`config.mk`:
```
export PLATFORM = sky130hd
export DESIGN_NAME = alu_issue_ctrl_flat
export DESIGN_NICKNAME = d
export VERILOG_FILES = /design/src/rtl/alu_pkg.sv /design/src/rtl/alu_issue_ctrl_if.sv /design/src/rtl/alu_byte_timer.sv /design/src/rtl/alu_issue_ctrl.sv /design/src/flat_wrapper.sv
export SDC_FILE = /design/constraint.sdc
export NUM_CORES = 1
export LEC_CHECK = 0
export CORE_UTILIZATION = 40
export DETAILED_ROUTE_END_ITERATION = 10
export GPL_ROUTABILITY_DRIVEN = 0
export PLACE_DENSITY = 0.68
export SYNTH_ARGS = -nofsm -noshare
export SYNTH_HDL_FRONTEND = slang
export SYNTH_SLANG_ARGS = --single-unit
```
`constraint.sdc`:
```
create_clock -name clk -period 3.6 [get_ports clk]
set_input_delay 0.72 -clock clk [delete_from_list [all_inputs] [get_ports clk]]
set_output_delay 0.72 -clock clk [all_outputs]
set_load 0.01 [all_outputs]
```
`src/rtl/alu_pkg.sv`:
```
// Opcode constants and controller state encoding shared by the ALU issue
// controller and the ALU bench.
package alu_pkg;

    localparam logic [3:0] OP_ADD = 4'b0000;
    localparam logic [3:0] OP_SUB = 4'b0001;
    localparam logic [3:0] OP_MUL = 4'b0010;
    localparam logic [3:0] OP_DIV = 4'b0011;
    localparam logic [3:0] OP_MOD = 4'b0100;
    localparam logic [3:0] OP_AND = 4'b0101;
    localparam logic [3:0] OP_OR  = 4'b0110;
    localparam logic [3:0] OP_XOR = 4'b0111;
    localparam logic [3:0] OP_SHL = 4'b1000;
    localparam logic [3:0] OP_SHR = 4'b1001;
    localparam logic [3:0] OP_EQ  = 4'b1010;
    localparam logic [3:0] OP_LT  = 4'b1011;
    localparam logic [3:0] OP_GT  = 4'b1100;

    typedef enum logic [2:0] {
        ST_IDLE,
        ST_WAIT_B,
        ST_ISSUE,
        ST_CAPTURE,
        ST_HOLD
    } state_t;

endpackage

```
`src/rtl/alu_issue_ctrl_if.sv`:
```
// Byte-stream, ALU-port and result handshake bundle of the ALU issue controller.
// slave is the controller's view, master is the surrounding environment.
interface alu_issue_ctrl_if;

    logic [7:0] in_data;
    logic       in_valid;
    logic       in_ready;
    logic [3:0] alu_op;
    logic [3:0] alu_a;
    logic [3:0] alu_b;
    logic [7:0] alu_result;
    logic [7:0] res_data;
    logic       res_err;
    logic       res_valid;
    logic       res_ready;

    modport master (
        output in_data, in_valid, alu_result, res_ready,
        input  in_ready, alu_op, alu_a, alu_b, res_data, res_err, res_valid
    );

    modport slave (
        input  in_data, in_valid, alu_result, res_ready,
        output in_ready, alu_op, alu_a, alu_b, res_data, res_err, res_valid
    );

endinterface

```
`src/rtl/alu_byte_timer.sv`:
```
// Gap timer between command and operand bytes: counts enabled cycles from a
// clear and flags the cycle on which the count reaches LIMIT-1.
module alu_byte_timer #(
    parameter int LIMIT = 16
) (
    input  logic clk,
    input  logic rst,
    input  logic clear,
    input  logic enable,
    output logic expired
);

    localparam int CW = $clog2(LIMIT + 1);

    logic [CW-1:0] count;

    always_ff @(posedge clk or posedge rst) begin
        if (rst) begin
            count <= '0;
        end else if (clear) begin
            count <= '0;
        end else if (enable && !expired) begin
            count <= count + 1'b1;
        end
    end

    assign expired = (count == CW'(LIMIT - 1));

endmodule

```
`src/rtl/alu_issue_ctrl.sv`:
```
// Collects a two-byte ALU command, issues it to an external ALU, captures the
// result with divide-by-zero, illegal-opcode and operand-timeout protection.
//
//   state      | meaning
//   IDLE       | waiting for command byte {opcode, operand_a}
//   WAIT_B     | waiting for operand byte, gap timer running
//   ISSUE      | operands presented to the ALU
//   CAPTURE    | ALU result (or error code) registered
//   HOLD       | result offered until res_ready
module alu_issue_ctrl
    import alu_pkg::*;
#(
    parameter int         TIMEOUT_CYC = 16,
    parameter logic [3:0] OPC_DIV     = OP_DIV,
    parameter logic [3:0] OPC_LAST    = OP_GT
) (
    input  logic clk,
    input  logic rst,
    alu_issue_ctrl_if.slave bus
);

    state_t     state;
    state_t     state_nxt;
    logic       xfer;
    logic       tmo_expired;
    logic       tmo_clear;
    logic       tmo_enable;
    logic [3:0] op_q;
    logic [3:0] a_q;

    assign xfer       = bus.in_valid && bus.in_ready;
    assign tmo_clear  = (state != ST_WAIT_B);
    assign tmo_enable = (state == ST_WAIT_B) && !xfer;

    alu_byte_timer #(
        .LIMIT (TIMEOUT_CYC)
    ) u_timer (
        .clk     (clk),
        .rst     (rst),
        .clear   (tmo_clear),
        .enable  (tmo_enable),
        .expired (tmo_expired)
    );

    always_ff @(posedge clk or posedge rst) begin
        if (rst) begin
            state <= ST_IDLE;
        end else begin
            state <= state_nxt;
        end
    end

    always_comb begin
        state_nxt = state;
        case (state)
            ST_IDLE:    if (xfer) state_nxt = ST_WAIT_B;
            ST_WAIT_B: begin
                if (xfer) begin
                    state_nxt = ST_ISSUE;
                end else if (tmo_expired) begin
                    state_nxt = ST_HOLD;
                end
            end
            ST_ISSUE:   state_nxt = ST_CAPTURE;
            ST_CAPTURE: state_nxt = ST_HOLD;
            ST_HOLD:    if (bus.res_ready) state_nxt = ST_IDLE;
            default:    state_nxt = ST_IDLE;
        endcase
    end

    always_comb begin
        bus.in_ready  = 1'b0;
        bus.res_valid = 1'b0;
        case (state)
            ST_IDLE:   bus.in_ready  = 1'b1;
            ST_WAIT_B: bus.in_ready  = 1'b1;
            ST_HOLD:   bus.res_valid = 1'b1;
            default: begin
                bus.in_ready  = 1'b0;
                bus.res_valid = 1'b0;
            end
        endcase
    end

    // ALU port registers load only on the operand byte, so they keep the last
    // issued command while a new one is being collected.
    always_ff @(posedge clk or posedge rst) begin
        if (rst) begin
            op_q         <= 4'h0;
            a_q          <= 4'h0;
            bus.alu_op   <= 4'h0;
            bus.alu_a    <= 4'h0;
            bus.alu_b    <= 4'h0;
            bus.res_data <= 8'h00;
            bus.res_err  <= 1'b0;
        end else begin
            if ((state == ST_IDLE) && xfer) begin
                op_q <= bus.in_data[7:4];
                a_q  <= bus.in_data[3:0];
            end
            if ((state == ST_WAIT_B) && xfer) begin
                bus.alu_op <= op_q;
                bus.alu_a  <= a_q;
                bus.alu_b  <= bus.in_data[3:0];
            end else if ((state == ST_WAIT_B) && tmo_expired) begin
                bus.res_data <= 8'h00;
                bus.res_err  <= 1'b1;
            end
            if (state == ST_CAPTURE) begin
                if (op_q > OPC_LAST) begin
                    bus.res_data <= 8'h00;
                    bus.res_err  <= 1'b1;
                end else if ((op_q == OPC_DIV) && (bus.alu_b == 4'h0)) begin
                    bus.res_data <= 8'hFF;
                    bus.res_err  <= 1'b1;
                end else begin
                    bus.res_data <= bus.alu_result;
                    bus.res_err  <= 1'b0;
                end
            end
        end
    end

endmodule
```
`src/flat_wrapper.sv`:
```
// flat-port wrapper written by rule: the top's interface ports become plain ports
module alu_issue_ctrl_flat import alu_pkg::*;
#(
    parameter int         TIMEOUT_CYC = 16,
    parameter logic [3:0] OPC_DIV     = OP_DIV,
    parameter logic [3:0] OPC_LAST    = OP_GT
)
  (clk, rst, bus_in_data, bus_in_valid, bus_alu_result, bus_res_ready, bus_in_ready, bus_alu_op, bus_alu_a, bus_alu_b, bus_res_data, bus_res_err, bus_res_valid);
  alu_issue_ctrl_if bus_i ();
  input  logic clk;
  input  logic rst;
  input wire logic [$bits(bus_i.in_data)-1:0] bus_in_data;
  input wire logic [$bits(bus_i.in_valid)-1:0] bus_in_valid;
  input wire logic [$bits(bus_i.alu_result)-1:0] bus_alu_result;
  input wire logic [$bits(bus_i.res_ready)-1:0] bus_res_ready;
  output wire logic [$bits(bus_i.in_ready)-1:0] bus_in_ready;
  output wire logic [$bits(bus_i.alu_op)-1:0] bus_alu_op;
  output wire logic [$bits(bus_i.alu_a)-1:0] bus_alu_a;
  output wire logic [$bits(bus_i.alu_b)-1:0] bus_alu_b;
  output wire logic [$bits(bus_i.res_data)-1:0] bus_res_data;
  output wire logic [$bits(bus_i.res_err)-1:0] bus_res_err;
  output wire logic [$bits(bus_i.res_valid)-1:0] bus_res_valid;
  assign bus_i.in_data = bus_in_data;
  assign bus_i.in_valid = bus_in_valid;
  assign bus_i.alu_result = bus_alu_result;
  assign bus_i.res_ready = bus_res_ready;
  assign bus_in_ready = bus_i.in_ready;
  assign bus_alu_op = bus_i.alu_op;
  assign bus_alu_a = bus_i.alu_a;
  assign bus_alu_b = bus_i.alu_b;
  assign bus_res_data = bus_i.res_data;
  assign bus_res_err = bus_i.res_err;
  assign bus_res_valid = bus_i.res_valid;
  alu_issue_ctrl #(.TIMEOUT_CYC(TIMEOUT_CYC), .OPC_DIV(OPC_DIV), .OPC_LAST(OPC_LAST)) u_core (.clk(clk), .rst(rst), .bus(bus_i));
endmodule
```
[Yosys cells after proc, flatten, opt, wreduce, memory -nomap -nowiden]
Cells that the tools add are included.
Storage, ports and cells
  flip-flop bits (word level): 37
  word-level logic and storage cells: 57
  input port bits: 20
  output and inout port bits: 23
Operators by class
  reduce and logical (&&, ||, !) cells: 16
  $add $sub $neg: 1
  $lt $le $gt $ge: 1
  equal/unequal tests: 11
  muxes and demuxes: 19
Operators by type and width (count)
  $mux 8: 5
  $pmux 3 s5: 1
  $mux 3: 4
  $mux 5: 2
  $logic_and 1x1->1: 7
  $mux 1: 7
  $eq 3x2->1 const B: 2
  $ne 3x1->1 const B: 2
  $add 5x1->5 const B: 1
  $eq 5x4->1 const B: 1
  $eq 4x2->1 const B: 1
  $gt 4x4->1 const B: 1
  $logic_not 4->1: 1
  $ne 2x2->1 const B: 2
  $reduce_bool 2->1: 2
  $eq 3x1->1 const B: 1
  $eq 3x3->1 const B: 1
  $logic_not 3->1: 1
  $reduce_and 3->1: 1
  $logic_not 1->1: 2
  $ne 2x1->1 const B: 1
  $reduce_and 2->1: 1
  $reduce_or 2->1: 1

[Logic depth before layout (Yosys ltp)]
  word-level depth: 9
  gate-level depth with buffers: 6
  depth with buffers taken out: 6

[Modules after synthesis]
From an unflattened synthesis, not the netlist that was laid out.
Unflattened totals
  cell total of the unflattened synthesis: 122
  area, all modules: 1615.3 µm²
By module, submodules not included
  alu_issue_ctrl: times used 1, area an instance 1351.3 µm², seq. area each 800.8 µm², cells each 98
  alu_byte_timer: times used 1, area an instance 264.0 µm², seq. area each 125.1 µm², cells each 24

[Worst setup path before layout]
No wires, ideal clock.
  path kind: input-to-reg
  start: input bus_in_valid
  end: register u_core.bus.alu_b[0]
  setup time: 125 ps
  setup slack: 1817 ps
  data required time: 3475 ps
  data arrival time: 1658 ps
  buffers on the path: 2
  cell stages on the path: 5
  cell sequence: buf_2 > nand2_1 > nor3_2 > buf_4 > mux2_2
Between the ends
  cells in the longest elaborated chain, start to end: 2
Ends and longest elaborated chain
  start: declaration: line flat_wrapper.sv:13  | input wire logic [$bits(bus_i.in_valid)-1:0] bus_in_valid;
  $logic_and 1x1->1: line alu_issue_ctrl.sv:31  | assign xfer = bus.in_valid && bus.in_ready;
  $logic_and 1x1->1: line alu_issue_ctrl.sv:101  | if ((state == ST_WAIT_B) && xfer) begin
  end signal: assignment: line alu_issue_ctrl.sv:104  | bus.alu_b <= bus.in_data[3:0];
  end: declaration: line alu_issue_ctrl_if.sv:24  | output in_ready, alu_op, alu_a, alu_b, res_data, res_err, res_valid
Every way passes these cells.
A chain may end at the register's enable or synchronous reset.

[Worst setup path in the final report]
  start: register u_core.state[1]
  end: output bus_res_valid
Between the ends
  cells in the longest elaborated chain, start to end: 2
Ends and longest elaborated chain
  start: declaration: line alu_issue_ctrl.sv:22  | state_t state;
  start signal: assignment: line alu_issue_ctrl.sv:49  | state <= state_nxt;
  $eq 3x3->1: line alu_issue_ctrl.sv:74  | case (state)
  $mux 1: line alu_issue_ctrl.sv:74
  end: declaration: line flat_wrapper.sv:22  | output wire logic [$bits(bus_i.res_valid)-1:0] bus_res_valid;
Every way passes these cells.

==> results.py <==
metrics = {
    "run_status": {
        "outcome": "complete, no violations",
    },
    "drt": {
        "ant_nets": 0,
        "wl_met3_um": 196,
        "dr_wl_met2_um": 1521,
        "m1WireLength_um": 1395,
        "via_count": 1134,
        "wirelength_um": 3164,
        "top_layer": "met4",
        "first_pass_iters": 4,
        "drtIter0Drc": 55,
        "drc": 0,
        "wl_per_cell_um": 14.51,
        "vias_per_cell": 5.202,
    },
    "power": {
        "power_frac_seq_pct": 39.8,
        "peakVddDrop_uv": 607.1,
        "internal-power_w": 0.001334,
        "switching_share_pct": 30.64,
        "clock_power_share_pct": 22.0,
        "power_density_nw_per_um2": 872.1,
        "p_switching_w": 0.0005894,
        "comb_power_share_pct": 38.2,
        "p_leak_nw": 0.9233,
    },
    "synth": {
        "async_reset_ff_share_pct": 100.0,
        "netlist_area_um2": 1603,
        "netlist_top_cells_area": "dfrtp_1 (58%), mux2_2 (15%), o2bb2ai_1 (4.4%)",
        "synth_top_area_cell": "dfrtp_1",
        "yosys_warnings": 0,
        "synthCells": 122,
        "synth_enable_flop_cells": 0,
        "synth-seq-cells": 37,
        "syn-num-nets": 144,
        "synth_cell_types": 31,
        "avgSynthCellArea_um2": 13.14,
        "synth-seq-area-share_pct": 57.77,
        "synth_top_cell_area_share_pct": 57.77,
        "ys.flop_type": "dfrtp_1",
    },
    "clocking": {
        "cts_max_level": 2,
        "tritoncts": "done",
        "clock-root-buffer": "clkbuf_8",
        "cts_sinks": 37,
        "clk_pin_slew_ns": 0.07,
        "cts_setup_buffers": 0,
        "clock_path_buffers": 2,
        "post_cts_resized": 0,
        "cts_hold_buf": 0,
        "clock_latency_ns": 0.29,
        "cts_buffers": 5,
    },
    "floorplanning": {
        "die_w_um": 65.30,
        "pin_count": 43,
        "dieArea_um2": 4264,
        "floorplan.initialDensity_pct": 42.81,
        "dieHeight_um": 65.30,
        "rows": 22,
        "coreArea_um2": 3744,
    },
    "global_routing": {
        "antenna_found_initial": 0,
        "grt_max_degree": 27,
        "grt_pass1_vias": 1150,
        "grt_usage_pct": 17.07,
        "grt_first_pass_wirelength_um": 5354,
        "overflow": 0,
    },
    "sta": {
        "rsz0062_at_grt": "no",
        "fmax_ghz": 0.4282,
        "hold_viol": 0,
        "fin_crit_sh_pct": 64.88,
        "worst_slew_pin_slew_ns": 0.9579,
        "min_period_ns": 2.336,
        "setup_tns_ns": 0,
        "skew_ns": 0.008980,
        "drv_slew": 0,
        "relSlewSlack_pct": 36.07,
        "finalSetupViolCount": 0,
    },
    "worst_hold_path": {
        "hold_path.class": "register to register",
    },
    "critical_path": {
        "cp_data_required_time_ns": 2.88,
        "cp-start-kind": "register",
        "critical_path.max_fanout": 9,
        "cp_data_arrival_time_ns": 1.62,
        "critPathKind": "register to output port",
        "setup.worst_path.end_class": "output port",
    },
    "flow_run": {
        "cap_violations": 0,
    },
    "placed_design": {
        "dp.cells": 210,
        "portBuffers": 42,
        "hpwlAfterDp_um": 2311,
    },
    "cells_and_area": {
        "instances_no_fill": 218,
        "n_antenna_cell": 0,
        "layout.nets": 191,
        "area_growth_syn_to_layout_pct": 37.63,
        "drive_above_1_share_pct": 21.76,
    },
}
critical path, stage by stage, from the launching register on:
cell and delay, ns:
dfrtp_1 0.51, nor2_1 0.15, nand2_1 0.07, inv_1 0.07, clkdlybuf4s50_1 0.52
cells in the mapped netlist (2+ instances only):
library cell,n
o2bb2ai_1,8
a21oi_1,11
nand3_1,2
dfrtp_1,37
nand2_1,4
nor2b_1,2
ha_1,2
inv_1,4
mux2_2,21
xnor2_1,2
o21ai_0,2
nor2_1,7
clkbuf_2,2
power groups by stage:
| stage | combinational [W] | clock [W] | sequential, W |
|---|---|---|---|
| finish | 0.000736 | 0.000423 | 0.000765 |
| global route | 0.000796 | 0.000453 | 0.000795 |
| CTS | 0.000748 | 0.000430 | 0.000769 |
| detailed placement | 0.000744 | 0 | 0.000776 |
| global placement | 0.000725 | 0 | 0.000768 |
| floorplan | 0.000383 | 0 | 0.000779 |
metal layers:
| layer | vias to the layer above | track usage [%] |
|---|---|---|
| met5 | - | 0 |
| met4 | 0 | 7.337 |
| met3 | 6 | 6.076 |
| met2 | 36 | 26.93 |
| met1 | 552 | 21.02 |
| li1 | 540 | - |
through the flow:
step                      hold WS, ns  instance area [µm²]  power (W)  utilization, %  setup slack [ns]
after floorplan                0.4750                 1603   0.001162               -             1.817
after global placement         0.4726                 2072   0.001493           55.35             1.198
after detailed placement       0.4780                 2072   0.001520           55.35             1.153
after CTS                      0.4968                 2206   0.001947           58.92             1.265
after global routing           0.5005                 2206   0.002044           58.92             1.172
final                          0.4943                 2206   0.001924           58.92             1.264
kinds of logic (layout without fill, tap and decap cells):
group	Yosys count	in the layout	synth area share [%]
AOI/OAI and AO/OA	27	27	11.40
xor gates and xnor gates	2	2	1.093
adders and majority gates	2	2	1.561
buffers and inverters	9	57	3.044
DFF	37	37	57.77
muxes	21	21	14.75
and+or+nand+nor	24	24	10.38
flip-flops by register name, indices dropped and copies added (netlist names):
register and flops:
u_core.bus.alu_b 4, u_core.bus.res_data 8, u_core.bus.res_err 1, u_core.bus.alu_a 4, u_core.state 3, u_core.op_q 4
u_core.u_timer.count 5, u_core.bus.alu_op 4, u_core.a_q 4
cell usage in the layout, fill, tap and decap left out, types with 3 or more instances in the layout:
master            n
clkdlybuf4s50_1  42
dfrtp_1          37
o2bb2ai_1         8
nand2_1           4
inv_1             4
nor2_1            7
clkbuf_8          5
mux2_2           21
a21oi_1          11
buf_4             3
final timing paths:
check | from | endpoint | slack (ns) | cells after the start
min in group asynchronous | rst | u_core.bus.alu_op[0]$_DFFE_PP0P_ | 0.94 | 2
min | u_core.bus.res_data[2]$_DFFE_PP0P_ | u_core.bus.res_data[2]$_DFFE_PP0P_ | 0.49 | 1
max reg2reg | u_core.u_timer.count[0]$_DFFE_PP0P_ | u_core.state[2]$_DFFE_PP0P_ | 1.70 | 6
max in group asynchronous | rst | u_core.bus.res_data[4]$_DFFE_PP0P_ | 1.94 | 3
max | u_core.state[1]$_DFFE_PP0P_ | bus_res_valid | 1.26 | 4
min reg2reg | u_core.bus.res_data[2]$_DFFE_PP0P_ | u_core.bus.res_data[2]$_DFFE_PP0P_ | 0.49 | 1
layout make-up:
| class | instances | area [µm²] |
|---|---|---|
| clock buffers | 5 | 68.82 |
| clock inverters | 3 | 65.06 |
| fillers | 314 | 1538 |
| inverters | 4 | 15.01 |
| multi-input cells | 76 | 628.1 |
| flip-flops and latches | 37 | 925.9 |
| well taps | 48 | 60.06 |
| repair buffers | 45 | 442.9 |
Note: power is estimated with default switching activity, not from simulation.
